--- src/rtl/_rr_arb_mux_pkg.sv ---
// rtl/_rr_arb_mux_pkg.sv - shared datapath constants used by the arbitrated mux
package constants;
  localparam int WORD_LENGTH = 32;
endpackage

--- src/rtl/_rr_arb_mux_arbiter.sv ---
// rtl/_rr_arb_mux_arbiter.sv - combinational round-robin arbiter, one-hot grant
module _rr_arbiter #(
  parameter int CH = 4,
  localparam int SEL_W = $clog2(CH)
) (
  input  logic [CH-1:0]    req,
  input  logic [SEL_W-1:0] ptr,
  output logic [CH-1:0]    gnt
);
  logic [2*CH-1:0] req_dbl;
  logic [2*CH-1:0] req_rot;
  logic            found;
  int              idx;

  // Rotating the doubled vector puts req[ptr] at bit 0, so a plain
  // lowest-bit-first search yields the round-robin winner.
  always_comb begin
    req_dbl = {req, req};
    req_rot = req_dbl >> ptr;
    gnt     = '0;
    found   = 1'b0;
    idx     = 0;
    for (int i = 0; i < CH; i++) begin
      if (!found && req_rot[i]) begin
        found    = 1'b1;
        idx      = (int'(ptr) + i) % CH;
        gnt[idx] = 1'b1;
      end
    end
  end
endmodule

--- src/rtl/_rr_arb_mux.sv ---
// rtl/_rr_arb_mux.sv - round-robin arbitrated mux with optional packet lock
// and a registered single-entry output slice.
module _rr_arb_mux
  import constants::*;
#(
  parameter int n    = WORD_LENGTH,
  parameter int CH   = 4,
  parameter bit LOCK = 1'b0,
  localparam int SEL_W = $clog2(CH)
) (
  input  logic             clk,
  input  logic             rst,
  input  logic [CH-1:0]    in_valid,
  output logic [CH-1:0]    in_ready,
  input  logic [n-1:0]     in_data [CH-1:0],
  input  logic [CH-1:0]    in_last,
  output logic             out_valid,
  input  logic             out_ready,
  output logic [n-1:0]     out_data,
  output logic             out_last,
  output logic [SEL_W-1:0] out_sel
);
  typedef enum logic {LK_IDLE, LK_LOCKED} lock_state_e;

  lock_state_e      lock_q, lock_d;
  logic [SEL_W-1:0] owner_q, owner_d;
  logic [SEL_W-1:0] rr_ptr_q, rr_ptr_d;
  logic             out_valid_q, out_valid_d;
  logic [n-1:0]     out_data_q, out_data_d;
  logic             out_last_q, out_last_d;
  logic [SEL_W-1:0] out_sel_q, out_sel_d;

  logic [CH-1:0]    req;
  logic [CH-1:0]    gnt;
  logic [SEL_W-1:0] g;
  logic             load_ok;
  logic             accept;

  // While locked only the owner may compete; if it idles nobody is granted.
  always_comb begin
    req = in_valid;
    if (LOCK && lock_q == LK_LOCKED) begin
      req = in_valid & (CH'(1) << owner_q);
    end
  end

  _rr_arbiter #(.CH(CH)) u_arbiter (
    .req (req),
    .ptr (rr_ptr_q),
    .gnt (gnt)
  );

  always_comb begin
    load_ok  = !out_valid_q || out_ready;
    in_ready = (rst || !load_ok) ? '0 : gnt;
    accept   = |(in_valid & in_ready);
    g        = '0;
    for (int i = 0; i < CH; i++) begin
      if (gnt[i]) g = SEL_W'(i);
    end

    lock_d      = lock_q;
    owner_d     = owner_q;
    rr_ptr_d    = rr_ptr_q;
    out_valid_d = out_valid_q;
    out_data_d  = out_data_q;
    out_last_d  = out_last_q;
    out_sel_d   = out_sel_q;

    if (accept) begin
      out_valid_d = 1'b1;
      out_data_d  = in_data[g];
      out_last_d  = in_last[g];
      out_sel_d   = g;
      // A non-last beat under LOCK pins both the owner and the pointer.
      if (LOCK && !in_last[g]) begin
        lock_d  = LK_LOCKED;
        owner_d = g;
      end else begin
        lock_d   = LK_IDLE;
        rr_ptr_d = (g == SEL_W'(CH - 1)) ? '0 : g + SEL_W'(1);
      end
    end else if (out_ready) begin
      out_valid_d = 1'b0;
    end
  end

  always_ff @(posedge clk) begin
    if (rst) begin
      lock_q      <= LK_IDLE;
      owner_q     <= '0;
      rr_ptr_q    <= '0;
      out_valid_q <= 1'b0;
      out_data_q  <= '0;
      out_last_q  <= 1'b0;
      out_sel_q   <= '0;
    end else begin
      lock_q      <= lock_d;
      owner_q     <= owner_d;
      rr_ptr_q    <= rr_ptr_d;
      out_valid_q <= out_valid_d;
      out_data_q  <= out_data_d;
      out_last_q  <= out_last_d;
      out_sel_q   <= out_sel_d;
    end
  end

  assign out_valid = out_valid_q;
  assign out_data  = out_data_q;
  assign out_last  = out_last_q;
  assign out_sel   = out_sel_q;
endmodule

--- config.mk ---
export PLATFORM = sky130hd
export DESIGN_NAME = _rr_arb_mux
export DESIGN_NICKNAME = d
export VERILOG_FILES = /design/src/rtl/_rr_arb_mux_pkg.sv /design/src/rtl/_rr_arb_mux_arbiter.sv /design/src/rtl/_rr_arb_mux.sv
export SDC_FILE = /design/constraint.sdc
export NUM_CORES = 1
export LEC_CHECK = 0
export ABC_AREA = 1
export BUFFER_PORTS_ARGS = -buffer_cell sky130_fd_sc_hd__buf_4
export CAP_MARGIN = 20
export CELL_PAD_IN_SITES_DETAIL_PLACEMENT = 1
export CELL_PAD_IN_SITES_GLOBAL_PLACEMENT = 1
export CORE_AREA = 3 3 109 111
export DETAILED_ROUTE_END_ITERATION = 7
export DIE_AREA = 0 0 112 114
export GPL_TIMING_DRIVEN = 0
export PLACE_DENSITY = 0.94
export SETUP_SLACK_MARGIN = 0.4
export SLEW_MARGIN = 20
export SYNTH_ARGS = -nofsm -noshare
export SYNTH_HDL_FRONTEND = slang
export SYNTH_SLANG_ARGS = --single-unit
--- constraint.sdc ---
create_clock -name clk -period 3.2 [get_ports clk]
set_input_delay 0.48 -clock clk [delete_from_list [all_inputs] [get_ports clk]]
set_output_delay 0.48 -clock clk [all_outputs]
set_load 0.02 [all_outputs]
==> flow_metrics.tcl, run 1 <==
set metrics [dict create \
    status "finished, final reports clean" \
    synth_area_leader_cell "dfxtp_1" \
    synth_cells 644 \
    power.total_w 0.007006 \
    synth_top_area_share 0.2229 \
    clockBufferDepth 2 \
    yosys_register_bits 38 \
    finalClockSkew_ns 0.006297 \
    rsz0062_at_grt "false" \
    cp_max_fo 10 \
    period_minus_slack_ns 2.430 \
    synth_flop_cell "dfxtp_1" \
    syn_nets 783 \
    cts.clk_slew.worst_paths_ns 0.08 \
    finalCritPeriodShare 0.7594 \
    final_common_cell "buf_4" \
    cts_setup_buffers 0 \
    cap_viol_max_count 0 \
    cts_tree "done" \
    crit_family "simple AND/OR/NAND/NOR gates" \
    synth_area_leaders "dfxtp_1 (22%), nand2_1 (19%), nor2_1 (15%)" \
    max_clock_freq_ghz 0.4115 \
    grt_max_degree 12 \
    ir_drop_v 0.0005215 \
    antenna_found_initial 0 \
    synth_async_sr_flop_share 0 \
    start_kind "register" \
    drt_iter0_drc 96 \
    cp.arrival_ns 1.95 \
    tns_ns 0 \
    core-area_um2 10890 \
    place_hpwl_um 10510 \
    r2r_start "rr_ptr_q[0]" \
    ys_warn_count 0 \
    die_h_um 114 \
    rows 38 \
    dpl_cell_area_um2 4925 \
    worst_slew_pin_slew_ns 0.5306 \
    drc_errors 0 \
    vias 4420 \
    ys_seq_area_frac 0.2229 \
    netlist_area_um2 3413 \
    critPathCaptureType "output port" \
    worst_setup_path_startpoint "rr_ptr_q[1]" \
    globalRouteOverflowTotal 0 \
    initial_core_util 0.3135 \
    io_buffers 178 \
    drive_above_1_share 0.2867 \
    numCtsBuffers 5 \
    area_growth_pct 47.40 \
    io_pins 179 \
    grt_pass1_wl_um 21770 \
    synth_edf_count 0 \
    post_cts_resize_count 0 \
    power.density_nw_per_um2 1393 \
    diodes 0 \
    first_global_vias 4648 \
    leakage_nw 2.941 \
    slowest_delay_ns 0.32 \
    postRouteAntennaNets 0 \
    routed_wl_um 13160 \
    cts_max_level 2 \
    synth.avg_cell_area_um2 5.300 \
    slew_viol_final 0 \
    gp_congestion 0.8078 \
    worstSkewPairLatency_ns 0.29 \
    die_w_um 112 \
    finalSetupViolCount 0 \
    grt_use_total 0.2068 \
    nFillCells 1574 \
    synthDistinctLibCells 26 \
    path_buf_inv 5 \
    cts_root_buf "clkbuf_8" \
    clock_sinks 38 \
    worstHoldStart "rst" \
    vias_per_cell 4.557 \
    hold_viol 0 \
    layout.nets 968 \
    worstPathRequired_ns 2.72 \
    utilization 0.4621 \
    drtPass1Iterations 4 \
    max_slew_margin 0.6463 \
    holdBufCountCts 0 \
    crit_type "reg -> out" \
    slowest_stage "dfxtp_1" \
    wl_per_cell_um 13.57 \
    min_path_type "in -> reg" \
    layout_common_cells "buf_4 (181), nand2_1 (169), nor2_1 (139), inv_1 (115), nand3_1 (79)" \
    final_area_um2 5031 \
    crit_chain "buf_4, inv_2, nor2_1, inv_1, nand3_1, nand2_1, nand3_4, nand2_4, inv_1, buf_4" \
    dieArea_um2 12770 \
]
## cell families after synthesis
group                  Yosys count  share of synthesized area
AOI/OAI and AO/OA               39                    0.05828
DFF                             38                     0.2229
buffers and inverters          151                     0.1847
and+or+nand+nor                416                     0.5341
## per-layer routing
layer	share of wire	track usage
met5	0	0
met4	0.018	0.04728
met2	0.49	0.3797
met3	0.072	0.05252
met1	0.42	0.2422
## cell usage after synthesis, types with 4 or more instances
cell / n
a21oi_1: 5
buf_2: 16
buf_6: 4
clkbuf_1: 9
dfxtp_1: 38
inv_1: 115
nand2_1: 169
nand2_2: 12
nand3_1: 79
nor2_1: 139
o21ai_0: 27
o21ai_1: 6
## cell type report
| type | count | area, um^2 | area share |
|---|---|---|---|
| plain buffers | 32 | 181.4 | 0.03606 |
| clock buffers | 7 | 76.32 | 0.01517 |
| clock inverters | 1 | 30.03 | 0.005969 |
| inverters | 119 | 449.2 | 0.08928 |
| multi-input cells | 455 | 2022 | 0.4019 |
| flip-flops and latches | 38 | 760.7 | 0.1512 |
| well taps | 140 | 175.2 | 0.03482 |
| repair buffers | 178 | 1336 | 0.2656 |
## state kept, by name, indices dropped and copies added, names as in the netlist
signal     flops
out_data      32
out_last       1
out_sel        2
out_valid      1
rr_ptr_q       2
## worst paths after layout
check,endpoint,slack (ns),depth (start not counted)
setup / recovery,in_ready[3],0.77,10
hold / removal,out_valid,0.37,2
setup reg to reg,out_data[1],0.83,15
hold reg to reg,out_sel[0],0.50,2
## through the flow
step | cells | hold WS, ns | worst slack, ns
after global placement | 962 | 0.4796 | 0.7414
after CTS | 970 | 0.3663 | 0.7555
after global routing | 970 | 0.3633 | 0.5651
after floorplan | 644 | 0.5491 | 1.301
final | 970 | 0.3713 | 0.7699
after detailed placement | 962 | 0.4848 | 0.6844
## report_power, final
group          leakage [nW]  switching [W]  internal (W)
Combinational          2.57        0.00382       0.00200
Clock                0.0524       0.000186      0.000234
Sequential            0.315      0.0000911      0.000678
Total                  2.94        0.00409       0.00291
No activity file was read; power rests on OpenSTA's default activity.
==> inputs of run 2 (changes only) <==
Settings changed: CORE_AREA 3 3 109 111 to 3 3 119 121, DIE_AREA 0 0 112 114 to 0 0 122 124, PLACE_DENSITY 0.94 to 0.85.
Clock period 3.2 ns to 2.1 ns, I/O delays scaled along.
==> flow_metrics.tcl, run 2 (synthesis results as in run 1) <==
set metrics [dict create \
    crit_end "out_data[7]" \
    antenna_found_initial 0 \
    max_slew_margin 0.6536 \
    routed-wl-met2_um 8198 \
    slowest_stage "dfxtp_4" \
    crit_chain "buf_8, nand2_4, nand3_4, nand2_4, nand2_4, nor2_4, nand2_2, nand3_4, nand2_4, nand2_8, inv_6, nand2_8, buf_12, buf_16, nand2_2, nor2_2, nor2_1" \
    cp.arrival_ns 2.33 \
    area_growth_pct 80.94 \
    worst_slew_pin_slew_ns 0.5196 \
    dpl_cell_area_um2 5040 \
    start_kind "register" \
    place_hpwl_um 10810 \
    grt_use_total 0.1925 \
    tns_ns -0.3237 \
    layoutNonFillerInstCount 1045 \
    reg2regPathDepth 17 \
    routed_wl_um 15860 \
    post-place-ws_ns -0.1271 \
    layout_common_cells "buf_4 (196), nand2_1 (141), nor2_1 (125), inv_1 (107), nand3_1 (67)" \
    cts_tree "done" \
    worst_slack_ns -0.04993 \
    met3_length_um 898 \
    drc_errors 0 \
    cts_root_buf "clkbuf_16" \
    io_pins 179 \
    dieArea_um2 15130 \
    grt_max_degree 12 \
    critPathCaptureType "register" \
    cts_max_level 2 \
    top_layer "met4" \
    cp_max_fo 8 \
    drtPass1Iterations 4 \
    min_path_type "in -> reg" \
    clock_sinks 38 \
    finalSetupViolCount 15 \
    slowest_delay_ns 0.37 \
    grt_pass1_wl_um 23030 \
    period_minus_slack_ns 2.150 \
    vias_per_cell 4.425 \
    largest_reg_flops 32 \
    io_buffers 178 \
    cap_viol_max_count 0 \
    status "complete, but fails checks" \
    numCtsBuffers 5 \
    wl_per_cell_um 15.17 \
    worst_setup_path_startpoint "rr_ptr_q[0]" \
    gp_congestion 0.8202 \
    regToRegSetupSlack_ns -0.05 \
    clockBufferDepth 2 \
    dp_cells 998 \
    drive_above_1_share 0.4028 \
    postRouteAntennaNets 0 \
    drt_iter0_drc 127 \
    finalCritPeriodShare 1.024 \
    max_clock_freq_ghz 0.4651 \
    r2r_start "rr_ptr_q[0]" \
    worstPathRequired_ns 2.28 \
    die_w_um 122 \
    crit_type "reg -> reg" \
    first_global_vias 4569 \
    crit_top_cell "nand2_4" \
    layout.nets 1007 \
    diodes 0 \
    hold_viol 0 \
    rsz0062_at_grt "true" \
    vias 4624 \
    r2r-end "out_data[7]" \
    rows 42 \
    globalRouteOverflowTotal 0 \
    finalClockSkew_ns 0.004296 \
    die_h_um 124 \
    final_common_cell "buf_4" \
    initial_core_util 0.2588 \
    wl_met1_um 6598 \
    final_area_um2 6176 \
    cts.clk_slew.worst_paths_ns 0.06 \
    worstSkewPairLatency_ns 0.28 \
    core-area_um2 13190 \
    slew_viol_final 0 \
    violations "negative setup slack" \
]
run 2: cell types whose count changed in the layout (fill, tap and decap cells not counted), sizes merged:
cell | before | now
buf | 201 | 238
clkbuf | 16 | 18
bufinv | 1 | 0
clkinv | 1 | 2
run 2: how the worst min path moves through the flow:
stage,cells after the start,start,to,slack (ns)
global placement,2,out_sel[0],out_sel[0],0.49
global route,2,rst,rr_ptr_q[0],0.21
detailed placement,2,out_sel[0],out_sel[0],0.49
CTS,2,rst,rr_ptr_q[0],0.20
finish,2,rst,rr_ptr_q[0],0.20
floorplan,1,rst,rr_ptr_q[0],0.38
run 2: worst max-delay path: cells and delay by family, from the launching register on:
kind	cells	cell delay, ns
AND/OR/NAND/NOR	13	1.25
buffers and inverters	4	0.41
flip-flops	1	0.37
run 2: final cells by class:
type,count,area [um^2]
Fill cell,1796,7014
Multi-Input combinational cell,455,2351
Timing Repair Buffer,217,1866
Sequential cell,38,764.5
Inverter,119,464.2
Buffer,32,362.8
Tap cell,176,220.2
Clock buffer,7,142.6
Clock inverter,1,5.005
run 2: what timing repair did:
action,CTS,global route
gates resized for setup,81,72
gates cloned,3,6
endpoints found under the hold margin,0,0
setup endpoints to repair,42,42
setup buffers,16,14
pin swaps,31,40
hold buffers,0,0
run 2: through the flow:
step / hold slack, ns / utilization
5_1_grt: 0.2091 / 0.4682
4_1_cts: 0.2041 / 0.4306
3_3_place_gp: 0.4864 / 0.3821
3_5_place_dp: 0.4948 / 0.3821
2_1_floorplan: 0.3767 / -
6_report: 0.2027 / 0.4682
run 2: routing by layer:
layer	vias to the layer above	GRT usage
met2	120	0.3439
met1	2125	0.2362
met3	13	0.04678
li1	2366	-
met5	-	0
met4	0	0.03782
Power of run 2 is not shown: default switching activity piles up to over one toggle a cycle in this logic, so the estimate is an artifact.
